--- src/rtl/pulse_train_gen_if.sv ---
// Control-side bundle for the pulse-train generator.
// master drives requests and config; slave is the generator.
interface pulse_train_gen_if #(
  parameter int COUNT_WIDTH = 8,
  parameter int PHASE_WIDTH = 8
);
  logic                   start;
  logic [COUNT_WIDTH-1:0] pulseCount;
  logic [PHASE_WIDTH-1:0] highCycles;
  logic [PHASE_WIDTH-1:0] lowCycles;
  logic                   abort;
  logic                   pulseOut;
  logic                   busy;
  logic                   done;
  logic [COUNT_WIDTH-1:0] pulsesSent;

  modport master (
    output start, pulseCount, highCycles,
    output lowCycles, abort,
    input  pulseOut, busy, done, pulsesSent
  );

  modport slave (
    input  start, pulseCount, highCycles,
    input  lowCycles, abort,
    output pulseOut, busy, done, pulsesSent
  );
endinterface

--- src/rtl/pulse_train_gen.sv ---
// Pulse-train generator: N pulses of Heff high / Leff low cycles,
// registered outputs, one-cycle done strobe, abort and async reset.
module pulse_train_gen #(
  parameter int COUNT_WIDTH = 8,
  parameter int PHASE_WIDTH = 8
) (
  input logic clk,
  input logic rst_n,
  pulse_train_gen_if.slave bus
);

  typedef enum logic [1:0] {
    IDLE,
    HIGH,
    LOW
  } state_e;

  state_e state_q, state_d;

  logic [PHASE_WIDTH-1:0] cnt_q, cnt_d;
  logic [PHASE_WIDTH-1:0] hi_q, hi_d;
  logic [PHASE_WIDTH-1:0] lo_q, lo_d;
  logic [COUNT_WIDTH-1:0] n_q, n_d;
  logic [COUNT_WIDTH-1:0] sent_q, sent_d;
  logic pulse_q, pulse_d;
  logic busy_q, busy_d;
  logic done_q, done_d;

  logic                   accept;
  logic                   phase_end;
  logic                   last;
  logic [PHASE_WIDTH-1:0] heff;
  logic [PHASE_WIDTH-1:0] leff;
  logic [COUNT_WIDTH-1:0] sent_inc;

  assign accept    = (state_q == IDLE) & bus.start & ~bus.abort;
  assign phase_end = (cnt_q == '0);
  assign sent_inc  = sent_q + COUNT_WIDTH'(1);
  assign last      = (sent_inc == n_q);

  // zero-length phases run as one cycle
  assign heff = (bus.highCycles == '0) ?
                PHASE_WIDTH'(1) : bus.highCycles;
  assign leff = (bus.lowCycles == '0) ?
                PHASE_WIDTH'(1) : bus.lowCycles;

  always_ff @(posedge clk or negedge rst_n) begin
    if (!rst_n) begin
      state_q <= IDLE;
      cnt_q   <= '0;
      hi_q    <= '0;
      lo_q    <= '0;
      n_q     <= '0;
      sent_q  <= '0;
      pulse_q <= 1'b0;
      busy_q  <= 1'b0;
      done_q  <= 1'b0;
    end else begin
      state_q <= state_d;
      cnt_q   <= cnt_d;
      hi_q    <= hi_d;
      lo_q    <= lo_d;
      n_q     <= n_d;
      sent_q  <= sent_d;
      pulse_q <= pulse_d;
      busy_q  <= busy_d;
      done_q  <= done_d;
    end
  end

  always_comb begin
    state_d = state_q;
    cnt_d   = cnt_q;
    hi_d    = hi_q;
    lo_d    = lo_q;
    n_d     = n_q;
    sent_d  = sent_q;
    unique case (state_q)
      IDLE: begin
        if (accept) begin
          sent_d = '0;
          if (bus.pulseCount != '0) begin
            state_d = HIGH;
            n_d     = bus.pulseCount;
            hi_d    = heff;
            lo_d    = leff;
            cnt_d   = heff - PHASE_WIDTH'(1);
          end
        end
      end
      HIGH: begin
        if (bus.abort) begin
          state_d = IDLE;
        end else if (phase_end) begin
          sent_d = sent_inc;
          if (last) begin
            state_d = IDLE;
          end else begin
            state_d = LOW;
            cnt_d   = lo_q - PHASE_WIDTH'(1);
          end
        end else begin
          cnt_d = cnt_q - PHASE_WIDTH'(1);
        end
      end
      LOW: begin
        if (bus.abort) begin
          state_d = IDLE;
        end else if (phase_end) begin
          state_d = HIGH;
          cnt_d   = hi_q - PHASE_WIDTH'(1);
        end else begin
          cnt_d = cnt_q - PHASE_WIDTH'(1);
        end
      end
      default: state_d = IDLE;
    endcase
  end

  // outputs are registered copies of the upcoming state
  always_comb begin
    pulse_d = 1'b0;
    busy_d  = 1'b0;
    done_d  = 1'b0;
    unique case (1'b1)
      (state_d == HIGH): begin
        pulse_d = 1'b1;
        busy_d  = 1'b1;
      end
      (state_d == LOW): busy_d = 1'b1;
      default: begin
        pulse_d = 1'b0;
        busy_d  = 1'b0;
      end
    endcase
    done_d = (accept & (bus.pulseCount == '0)) |
             ((state_q == HIGH) & ~bus.abort &
              phase_end & last);
  end

  assign bus.pulseOut   = pulse_q;
  assign bus.busy       = busy_q;
  assign bus.done       = done_q;
  assign bus.pulsesSent = sent_q;

endmodule

--- src/flat_wrapper.sv ---
// flat-port wrapper written by rule: the top's interface ports become plain ports
module pulse_train_gen_flat 
#(
  parameter int COUNT_WIDTH = 8,
  parameter int PHASE_WIDTH = 8
)
  (clk, rst_n, bus_start, bus_pulseCount, bus_highCycles, bus_lowCycles, bus_abort, bus_pulseOut, bus_busy, bus_done, bus_pulsesSent);
  pulse_train_gen_if #(.COUNT_WIDTH(COUNT_WIDTH), .PHASE_WIDTH(PHASE_WIDTH)) bus_i ();
  input logic clk;
  input logic rst_n;
  input wire logic [$bits(bus_i.start)-1:0] bus_start;
  input wire logic [$bits(bus_i.pulseCount)-1:0] bus_pulseCount;
  input wire logic [$bits(bus_i.highCycles)-1:0] bus_highCycles;
  input wire logic [$bits(bus_i.lowCycles)-1:0] bus_lowCycles;
  input wire logic [$bits(bus_i.abort)-1:0] bus_abort;
  output wire logic [$bits(bus_i.pulseOut)-1:0] bus_pulseOut;
  output wire logic [$bits(bus_i.busy)-1:0] bus_busy;
  output wire logic [$bits(bus_i.done)-1:0] bus_done;
  output wire logic [$bits(bus_i.pulsesSent)-1:0] bus_pulsesSent;
  assign bus_i.start = bus_start;
  assign bus_i.pulseCount = bus_pulseCount;
  assign bus_i.highCycles = bus_highCycles;
  assign bus_i.lowCycles = bus_lowCycles;
  assign bus_i.abort = bus_abort;
  assign bus_pulseOut = bus_i.pulseOut;
  assign bus_busy = bus_i.busy;
  assign bus_done = bus_i.done;
  assign bus_pulsesSent = bus_i.pulsesSent;
  pulse_train_gen #(.COUNT_WIDTH(COUNT_WIDTH), .PHASE_WIDTH(PHASE_WIDTH)) u_core (.clk(clk), .rst_n(rst_n), .bus(bus_i));
endmodule
--- config.mk ---
export PLATFORM = sky130hd
export DESIGN_NAME = pulse_train_gen_flat
export DESIGN_NICKNAME = d
export VERILOG_FILES = /design/src/rtl/pulse_train_gen_if.sv /design/src/rtl/pulse_train_gen.sv /design/src/flat_wrapper.sv
export SDC_FILE = /design/constraint.sdc
export NUM_CORES = 1
export LEC_CHECK = 0
export BUFFER_PORTS_ARGS = -buffer_cell sky130_fd_sc_hd__buf_4
export CAP_MARGIN = 25
export CORE_MARGIN = 5
export CORE_UTILIZATION = 50
export CTS_CLUSTER_DIAMETER = 50
export DETAILED_ROUTE_END_ITERATION = 16
export PLACE_DENSITY = 0.8
export SLEW_MARGIN = 10
export SYNTH_ARGS = -nofsm -noshare
export SYNTH_HDL_FRONTEND = slang
export SYNTH_SLANG_ARGS = --single-unit
--- constraint.sdc ---
create_clock -name clk -period 3.7 [get_ports clk]
set_input_delay 0.74 -clock clk [delete_from_list [all_inputs] [get_ports clk]]
set_output_delay 0.74 -clock clk [all_outputs]
set_load 0.03 [all_outputs]
==> results.cfg <==
[floorplanning]
pin_count = 39
die_w_um = 87.00
rows = 28
coreArea_um2 = 5851
dieArea_um2 = 7568
initial_core_util_pct = 50.66
die_h_um = 87.00

[timing]
finalWorstSetupSlack_ns = 1.085
maxClockFrequency_mhz = 382.4
setup_viol = 0
finalMaxSlewViolations = 0
hold_viol = 0
max_slew_margin_pct = 57.93
min_period_ns = 2.615
setup_tns_ns = 0
hold_ws_ns = 0.4117
worst_slew_pin_slew_ns = 0.6277
fin_worst_skew_ns = 0.008391
finalCritPeriodShare_pct = 70.67
rsz0062_at_grt = no

[power_and_ir_drop]
combPwrFrac_pct = 47.0
power.share.sequential_pct = 39.0
p_int_mw = 1.357
power.switching_mw = 0.9942
power_mw = 2.352
switching_share_pct = 42.28
vdd_ir_drop_max_v = 0.0003841
p_per_area_nw_per_um2 = 693.3
p_leak_nw = 1.396
p_clk_share_pct = 14.0

[place]
portBuffers = 38
place_inst = 417
place_area_um2 = 3294
gp_congestion = 0.8888
place_ws_ns = 1.081
dp_hpwl_um = 5041

[cells_and_area]
n_antenna_cell = 0
fillers = 531
layout-drive-gt1-share_pct = 23.14
fin_area_um2 = 3392
fin_nets = 387
area_growth_pct = 14.44
post-route-util_pct = 57.98
fin_cells = 425

[yosys]
async_flop_share_pct = 100.0
syn_area_um2 = 2964
synthFlopType = dfrtp_1
synthCells = 318
yosysWarnings = 0
synth-edff-count = 0
seq_area_frac_synth_pct = 37.99
syn_avg_cell_area_um2 = 9.321
synth_cell_type_count = 52
synth_nets = 356
ys_seq_elements = 45

[grt]
antenna_found_initial = 0
grt_pass1_wl_um = 11410
grt_pass1_vias = 2482
grt_start_max_net_pins = 46
grt.overflow.total = 0
grt_usage_pct = 18.93

[clock_tree]
clock_path_buffers = 2
clock_latency_ns = 0.31
clock_sinks = 45
cts_tree = yes
post_cts_resized = 0
post-cts-setup-buffers = 0
hold_buffers = 0
htree_levels = 2
clk_pin_slew_ns = 0.10
cts_buffers = 5
cts-root-buf = clkbuf_8

[setup_path]
cp_data_required_time_ns = 3.90
path_max_fanout = 15
cpLargestDelayFamily = simple AND/OR/NAND/NOR gates
crit_buf_inv = 1
critPathMaxStageDelay_ns = 0.80
r2r_slack_ns = 1.09
path_class = reg2reg
arrival_ns = 2.81
start_kind = flip-flop
crit_slowest_cell = or3b_2
cp_cell_sequence = inv_1 -> ha_1 -> nand4b_1 -> or3b_2 -> a31oi_1 -> o21ai_0 -> o41ai_1
cp-end-kind = flip-flop

[hold_path]
hp-class = in2async

[route]
drc = 0
drtIter0Drc = 149
vias_per_cell = 6.049
antenna_left = 0
dr.pass1.iters = 5
wl_per_cell_um = 15.72
wl_um = 6679
vias = 2571

[run_status]
status = completed

[flow_run]
maxCapViolCount = 0
[final timing paths]
kind / from / endpoint / cells past startpoint
hold / removal: rst_n / u_core.bus.pulsesSent[5]$_DFFE_PN0P_ / 1
hold reg to reg: u_core.lo_q[7]$_DFFE_PN0P_ / u_core.lo_q[7]$_DFFE_PN0P_ / 1
min in group clk: u_core.lo_q[7]$_DFFE_PN0P_ / u_core.lo_q[7]$_DFFE_PN0P_ / 1
setup reg to reg: u_core.cnt_q[0]$_DFFE_PN0P_ / u_core.bus.pulsesSent[7]$_DFFE_PN0P_ / 7
setup / recovery: u_core.cnt_q[0]$_DFFE_PN0P_ / u_core.bus.pulsesSent[7]$_DFFE_PN0P_ / 7
max in group asynchronous: rst_n / u_core.cnt_q[6]$_DFFE_PN0P_ / 1
[logic make-up (layout without fill, tap and decap cells)]
family                   count (synthesis)  after routing  share of synthesized area [%]
AND/OR/NAND/NOR                        101            101                          17.10
adder cells (fa/ha/maj)                 10             10                          4.221
XOR/XNOR                                26             26                          7.683
buffers and inverters                   28             60                          3.673
flip-flops                              45             45                          37.99
AO/OA/AOI/OAI                           82             82                          19.21
multiplexers                            26             26                          10.13
[flip-flops by register name, indices dropped and copies added (netlist names)]
signal	count
u_core.cnt_q	8
u_core.hi_q	8
u_core.bus.done	1
u_core.lo_q	8
u_core.bus.busy	1
u_core.state_q	2
u_core.bus.pulsesSent	8
u_core.n_q	8
u_core.bus.pulseOut	1
[area by class of cell]
class	count	area, um^2	area share (%)
clock buffers	5	68.82	2.029
clock inverters	3	28.78	0.8484
inverters	13	48.80	1.439
multi-input cells	245	1733	51.09
flip-flops and latches	45	1126	33.20
well taps	75	93.84	2.767
repair buffers	39	292.8	8.632
[power groups by stage]
| stage | Sequential [mW] | Combinational (mW) | Clock (mW) |
|---|---|---|---|
| floorplan | 0.877 | 0.853 | 0 |
| global placement | 0.910 | 1.07 | 0 |
| detailed placement | 0.920 | 1.10 | 0 |
| CTS | 0.910 | 1.10 | 0.345 |
| global route | 0.944 | 1.23 | 0.360 |
| finish | 0.917 | 1.11 | 0.329 |
[cell usage in the layout (no fill, tap or decap), types with 2 or more instances in the layout]
cell and instances:
a22oi_1 4, a21oi_1 10, nand2_1 35, ha_1 10, o21a_1 2, xor2_1 7, o221ai_1 2, o21ai_0 32
or3_1 3, mux2i_1 3, o31a_1 5, nand3_1 5, mux2_2 20, o211ai_1 2, a31oi_1 3, inv_6 2
nor2_1 21, inv_1 13, o32ai_1 3, nand3b_1 2, a211o_1 2, buf_4 39, xnor2_1 19, o41ai_1 3
nor4_1 8, o2111ai_1 2, mux2_4 3, nand2b_1 5, o31ai_1 3, nor3_1 8, clkbuf_8 5, dfrtp_1 45
a211oi_1 2
[synth_stat cells, types with 3 or more instances]
master	n	area share, %
dfrtp_1	45	38
nand2_1	35	4.4
o21ai_0	32	5.4
nor2_1	21	2.7
mux2_2	20	7.6
xnor2_1	19	5.6
clkbuf_1	14	1.8
inv_1	13	1.6
a21oi_1	11	1.9
ha_1	10	4.2
nor3_1	8	1.4
nor4_1	8	1.7
xor2_1	7	2.1
nand2b_1	5	1.1
nand3_1	5	0.84
o31a_1	5	1.5
a22oi_1	4	1.0
a31oi_1	3	0.63
mux2_4	3	1.5
mux2i_1	3	1.0
o31ai_1	3	0.76
o32ai_1	3	0.89
o41ai_1	3	0.89
or3_1	3	0.63
[per-layer routing]
layer,global-route usage (%),part of all wire (%)
met1,23.73,42
met2,32.16,49
met3,3.500,6.4
met4,7.365,2.1
met5,0,0
Power figures use the tool's default switching activity.
